## src/rtl/mips_soc_pkg.sv

```systemverilog
// Shared definitions for the SoC peripherals: factorial FSM states and register map.
package mips_soc_pkg;

  typedef enum logic [1:0] {
    IDLE = 2'd0,
    BUSY = 2'd1,
    DONE = 2'd2
  } fact_state_t;

  localparam logic [1:0] FACT_N      = 2'b00;
  localparam logic [1:0] FACT_GO     = 2'b01;
  localparam logic [1:0] FACT_STATUS = 2'b10;
  localparam logic [1:0] FACT_RESULT = 2'b11;

  localparam int unsigned FACT_N_MAX = 12;

endpackage

```

## src/rtl/mips_fact_unit_if.sv

```systemverilog
// Word-addressed peripheral bus between the SoC decoder and the factorial unit.
interface mips_fact_unit_if;

  logic [1:0]  a;
  logic        we;
  logic [31:0] wd;
  logic [31:0] rd;
  logic        done;
  logic        err;

  modport master (
    output a, we, wd,
    input  rd, done, err
  );

  modport slave (
    input  a, we, wd,
    output rd, done, err
  );

endinterface

```

## src/rtl/mips_fact_unit_fact_core.sv

```systemverilog
// Iterative factorial engine: one acc*cnt multiply per cycle, result held until next completion.
module fact_core
  import mips_soc_pkg::*;
#(
  parameter int          N_W   = 4,
  parameter int unsigned N_MAX = FACT_N_MAX
) (
  input  logic           clk,
  input  logic           rst_n,
  input  logic           start,
  input  logic [N_W-1:0] n,
  output logic           busy,
  output logic           done,
  output logic           err,
  output logic [31:0]    result
);

  fact_state_t    state;
  logic [31:0]    acc;
  logic [N_W-1:0] cnt;

  always_ff @(posedge clk) begin
    if (!rst_n) begin
      state  <= IDLE;
      acc    <= '0;
      cnt    <= '0;
      result <= '0;
      busy   <= 1'b0;
      done   <= 1'b0;
      err    <= 1'b0;
    end else begin
      case (state)
        IDLE, DONE: begin
          if (start) begin
            done <= 1'b0;
            err  <= 1'b0;
            cnt  <= n;
            acc  <= 32'd1;
            // Out-of-range n would overflow 32 bits: finish immediately with an error.
            if (32'(n) > N_MAX) begin
              state  <= DONE;
              err    <= 1'b1;
              done   <= 1'b1;
              result <= '0;
            end else begin
              state <= BUSY;
              busy  <= 1'b1;
            end
          end
        end
        BUSY: begin
          if (cnt > N_W'(1)) begin
            acc <= acc * 32'(cnt);
            cnt <= cnt - N_W'(1);
          end else begin
            result <= acc;
            done   <= 1'b1;
            busy   <= 1'b0;
            state  <= DONE;
          end
        end
        default: begin
          state <= IDLE;
          busy  <= 1'b0;
        end
      endcase
    end
  end

endmodule

```

## src/rtl/mips_fact_unit.sv

```systemverilog
// Memory-mapped factorial accelerator: N register, GO decode and combinational read mux.
module mips_fact_unit
  import mips_soc_pkg::*;
#(
  parameter int          N_W   = 4,
  parameter int unsigned N_MAX = FACT_N_MAX
) (
  input  logic              clk,
  input  logic              rst_n,
  mips_fact_unit_if.slave   bus
);

  logic [N_W-1:0] n_reg;
  logic           start;
  logic           busy;
  logic           done;
  logic           err;
  logic [31:0]    result;
  logic           wd_unused;

  assign wd_unused = ^bus.wd[31:N_W];
  assign start     = bus.we && (bus.a == FACT_GO) && bus.wd[0];

  // N stays writable while busy; the core latched its own copy at start.
  always_ff @(posedge clk) begin
    if (!rst_n) begin
      n_reg <= '0;
    end else if (bus.we && (bus.a == FACT_N)) begin
      n_reg <= bus.wd[N_W-1:0];
    end
  end

  fact_core #(
    .N_W   (N_W),
    .N_MAX (N_MAX)
  ) u_core (
    .clk    (clk),
    .rst_n  (rst_n),
    .start  (start),
    .n      (n_reg),
    .busy   (busy),
    .done   (done),
    .err    (err),
    .result (result)
  );

  always_comb begin
    bus.rd = '0;
    case (bus.a)
      FACT_N:      bus.rd = {{(32-N_W){1'b0}}, n_reg};
      FACT_GO:     bus.rd = {31'b0, busy};
      FACT_STATUS: bus.rd = {30'b0, err, done};
      FACT_RESULT: bus.rd = result;
      default:     bus.rd = '0;
    endcase
  end

  assign bus.done = done;
  assign bus.err  = err;

endmodule
```

## src/flat_wrapper.sv

```systemverilog
// flat-port wrapper written by rule: the top's interface ports become plain ports
module mips_fact_unit_flat import mips_soc_pkg::*;
#(
  parameter int          N_W   = 4,
  parameter int unsigned N_MAX = FACT_N_MAX
)
  (clk, rst_n, bus_a, bus_we, bus_wd, bus_rd, bus_done, bus_err);
  mips_fact_unit_if bus_i ();
  input  logic clk;
  input  logic rst_n;
  input wire logic [$bits(bus_i.a)-1:0] bus_a;
  input wire logic [$bits(bus_i.we)-1:0] bus_we;
  input wire logic [$bits(bus_i.wd)-1:0] bus_wd;
  output wire logic [$bits(bus_i.rd)-1:0] bus_rd;
  output wire logic [$bits(bus_i.done)-1:0] bus_done;
  output wire logic [$bits(bus_i.err)-1:0] bus_err;
  assign bus_i.a = bus_a;
  assign bus_i.we = bus_we;
  assign bus_i.wd = bus_wd;
  assign bus_rd = bus_i.rd;
  assign bus_done = bus_i.done;
  assign bus_err = bus_i.err;
  mips_fact_unit #(.N_W(N_W), .N_MAX(N_MAX)) u_core (.clk(clk), .rst_n(rst_n), .bus(bus_i));
endmodule
```

## config.mk

```make
export PLATFORM = sky130hd
export DESIGN_NAME = mips_fact_unit_flat
export DESIGN_NICKNAME = d
export VERILOG_FILES = /design/src/rtl/mips_soc_pkg.sv /design/src/rtl/mips_fact_unit_if.sv /design/src/rtl/mips_fact_unit_fact_core.sv /design/src/rtl/mips_fact_unit.sv /design/src/flat_wrapper.sv
export SDC_FILE = /design/constraint.sdc
export NUM_CORES = 1
export LEC_CHECK = 0
export ABC_CLOCK_PERIOD_IN_PS = 4920
export CAP_MARGIN = 20
export CELL_PAD_IN_SITES_DETAIL_PLACEMENT = 1
export CELL_PAD_IN_SITES_GLOBAL_PLACEMENT = 1
export CORE_AREA = 2 2 130 132
export CTS_BUF_LIST = sky130_fd_sc_hd__clkbuf_4 sky130_fd_sc_hd__clkbuf_8
export CTS_CLUSTER_DIAMETER = 120
export DETAILED_ROUTE_END_ITERATION = 7
export DIE_AREA = 0 0 132 134
export HOLD_SLACK_MARGIN = 0.06
export PLACE_DENSITY_LB_ADDON = 0.15
export SLEW_MARGIN = 20
export SYNTH_ARGS = -nofsm -noshare
export SYNTH_HDL_FRONTEND = slang
export SYNTH_SLANG_ARGS = --single-unit
```

## constraint.sdc

```tcl
create_clock -name clk -period 4.92 [get_ports clk]
set_input_delay 0.984 -clock clk [delete_from_list [all_inputs] [get_ports clk]]
set_output_delay 0.984 -clock clk [all_outputs]
set_load 0.02 [all_outputs]
```

==> reports/qor.yml <==
critPathMaxStageDelay_ns: 0.67
post_cts_resized: 0
yosys_warnings: 0
synth_area_leaders: "dfxtp_1, fa_1, and2_1, inv_1, ha_1"
cts_tree: "built"
crit_chain: "nand2_1 > fa_1 > fa_1 > inv_1 > fa_1 > a21o_1 > a221o_1 > a22oi_1 > nand2b_1 > a31oi_1 > mux2i_1 > nand3_1"
fp.dieW_microns: 132
timing.final.crit_share: 0.871
synthesis.nets: 1009
r2r_end: "u_core.u_core.acc[28]"
grt_pass1_vias: 6741
drtIter0Drc: 317
first_pass_iters: 4
critPathMaxFanout: 13
synthesis.area_sq_um: 7210
vdd_drop_max_v: 0.0000920
cp.required_ns: 5.19
stdcell_count: 1118
clock_latency_ns: 0.38
yosysSeqAreaShare: 0.214
reg2regPathDepth: 12
ant_nets: 0
critical-path-top-delay-family: "adder cells"
cts_buffers: 9
synthArstFlopShare: 0
grt_max_degree: 60
layout_setup_ws_ns: 0.635
cts.sink_count: 77
finalHoldViolCount: 0
yosysTopAreaCell: "dfxtp_1"
endpoint_kind: "register"
pre_cts_slack_ns: 0.650
critical_path_arrival_ns: 4.55
worstSetupPathType: "reg2reg"
io_buffers: 42
slew_viol_final: 0
postLayoutCellArea_sq_um: 8000
holdCritPathClass: "reg2reg"
root_buffer: "clkbuf_8"
cap_violations: 0
postCtsSetupBuffers: 0
place_hpwl_microns: 16000
coreArea_sq_um: 16300
dp.cells: 1103
synth_ff_type: "dfxtp_1"
r2r-start: "u_core.u_core.cnt[1]"
min_to: "u_core.u_core.acc[31]"
clk_pin_slew_ns: 0.09
avgSynthCellArea_sq_um: 8.18
total_power_mw: 1.30
post_drt_via_cell_ratio: 5.61
r2r_slack_ns: 0.63
start_util: 0.443
cts_hold_buf: 0
clk_path_buf_depth: 2
tns_ns: 0
yosys_register_bits: 77
period_needed_ns: 4.29
rsz0062_at_grt: "no"
hp-start: "u_core.u_core.acc[31]"
worstMarginPinSlew_ns: 1.07
slew_headroom: 0.290
p_per_area_nw_per_um2: 163
cellLeakagePower_nw: 3.59
wl_per_cell_microns: 18.8
grt_pass1_wl_microns: 35500
gp_congestion: 0.875
fmax_mhz: 233
grtUsageTotal: 0.249
placed_area_sq_um: 7750
yosysUniqueCellTypes: 70
cts_max_level: 3
antenna_found_initial: 0
cp_slowest_cell: "dfxtp_1"
drc: 0
die_area_sq_um: 17700
largestRegisters: "u_core.u_core.acc (32), u_core.u_core.result (32)"
synth_edf_count: 0
cp.depth: 12
drt-total-wl_microns: 21100
setup_viol: 0
status: "finished, final reports clean"
fin_nets: 1022
holdPathStages: 2
io-pin-count: 71
cp-start-kind: "register"
antennaDiodeCount: 0
synthCells: 881
skew_ns: 0.00968
vias: 6269
fp-row-count: 47
netlist.area_leader.share: 0.214
crit_path_frequent_cell: "fa_1"
path_buf_inv: 1
die_y_microns: 134
drive_gt1_frac: 0.0490
areaGrowthSynthToFinish_pct: 10.9
grt_overflow: 0
## synth_stat cells, types with 27 or more instances
cell type,number
and2_1,93
dfxtp_1,77
fa_1,57
nor2_1,27
and3_1,35
nand2_1,71
nor2b_1,51
a21oi_1,30
ha_1,34
a22oi_1,42
clkbuf_1,41
inv_1,115
## layout make-up
type | instances | area, sq um
clock buffers | 10 | 138
fillers | 1956 | 8290
repair buffers | 56 | 538
inverters | 116 | 435
flip-flops and latches | 77 | 1540
clock inverters | 5 | 106
well taps | 220 | 275
multi-input cells | 634 | 4960
## where the power goes
group / leakage (nW) / total (mW) / switching, mW / internal, mW
logic: 2.85 / 0.0545 / 0.0329 / 0.0216
clock network: 0.119 / 0.622 / 0.271 / 0.350
registers: 0.620 / 0.629 / 0.00349 / 0.625
total: 3.59 / 1.30 / 0.308 / 0.997
## per-layer routing
layer  track usage  part of all wire  wire [microns]  vias to the layer above
met2         0.439              0.50           10600                       93
li1              -                 -               -                     2944
met1         0.324              0.45            9560                     3209
met4        0.0658             0.013             274                        0
met5             0                 0               0                        -
met3        0.0302             0.029             604                       23
## worst max-delay path by stage
stage	startpoint	to	slack, ns
2_1_floorplan	u_core.u_core.cnt[3]	u_core.u_core.acc[29]	1.18
3_5_place_dp	u_core.u_core.cnt[1]	u_core.u_core.acc[28]	0.65
4_1_cts	u_core.u_core.cnt[1]	u_core.u_core.acc[28]	0.63
5_1_grt	u_core.u_core.cnt[1]	u_core.u_core.acc[29]	0.42
3_3_place_gp	u_core.u_core.cnt[1]	u_core.u_core.acc[28]	0.71
6_report	u_core.u_core.cnt[1]	u_core.u_core.acc[28]	0.63
## cell usage in the layout, fill, tap and decap left out, types with 3 or more instances in the layout
cell,n
nand2b_1,5
buf_4,13
bufinv_16,3
nor3b_1,4
o21ai_1,7
nand4_1,11
inv_1,115
a21oi_1,30
nor3_1,8
nand3_1,10
o21ai_0,26
fa_1,57
nand2_1,71
o21a_1,6
mux2i_1,8
and2_1,93
o31ai_1,3
a22oi_1,42
o21bai_1,5
nor2b_1,51
clkbuf_8,10
xnor2_1,18
a22o_1,4
and3_1,35
a31oi_1,5
clkdlybuf4s50_1,42
dfxtp_1,77
xor2_1,5
a21boi_0,4
ha_1,34
a21o_1,19
nor2_1,25
## stage by stage
stage	utilization	hold slack, ns
6_report	0.491	0.480
5_1_grt	0.491	0.503
4_1_cts	0.491	0.479
3_5_place_dp	0.476	0.465
3_3_place_gp	0.476	0.467
2_1_floorplan	-	0.439
## tightest hold or removal path, cell delays in order, from the launching register on
cell,delay [ns]
dfxtp_1,0.34
nand2_1,0.06
o21ai_1,0.05
## logic make-up (layout without fill, tap and decap cells)
logic type | after synthesis | after routing | share of synthesized area
buf+inv | 170 | 187 | 0.0984
fa+ha+maj | 91 | 91 | 0.217
simple gates | 329 | 329 | 0.252
compound gates | 182 | 182 | 0.176
xor+xnor | 23 | 23 | 0.0279
flops | 77 | 77 | 0.214
mux | 9 | 9 | 0.0142
Power figures use the tool's default switching activity.
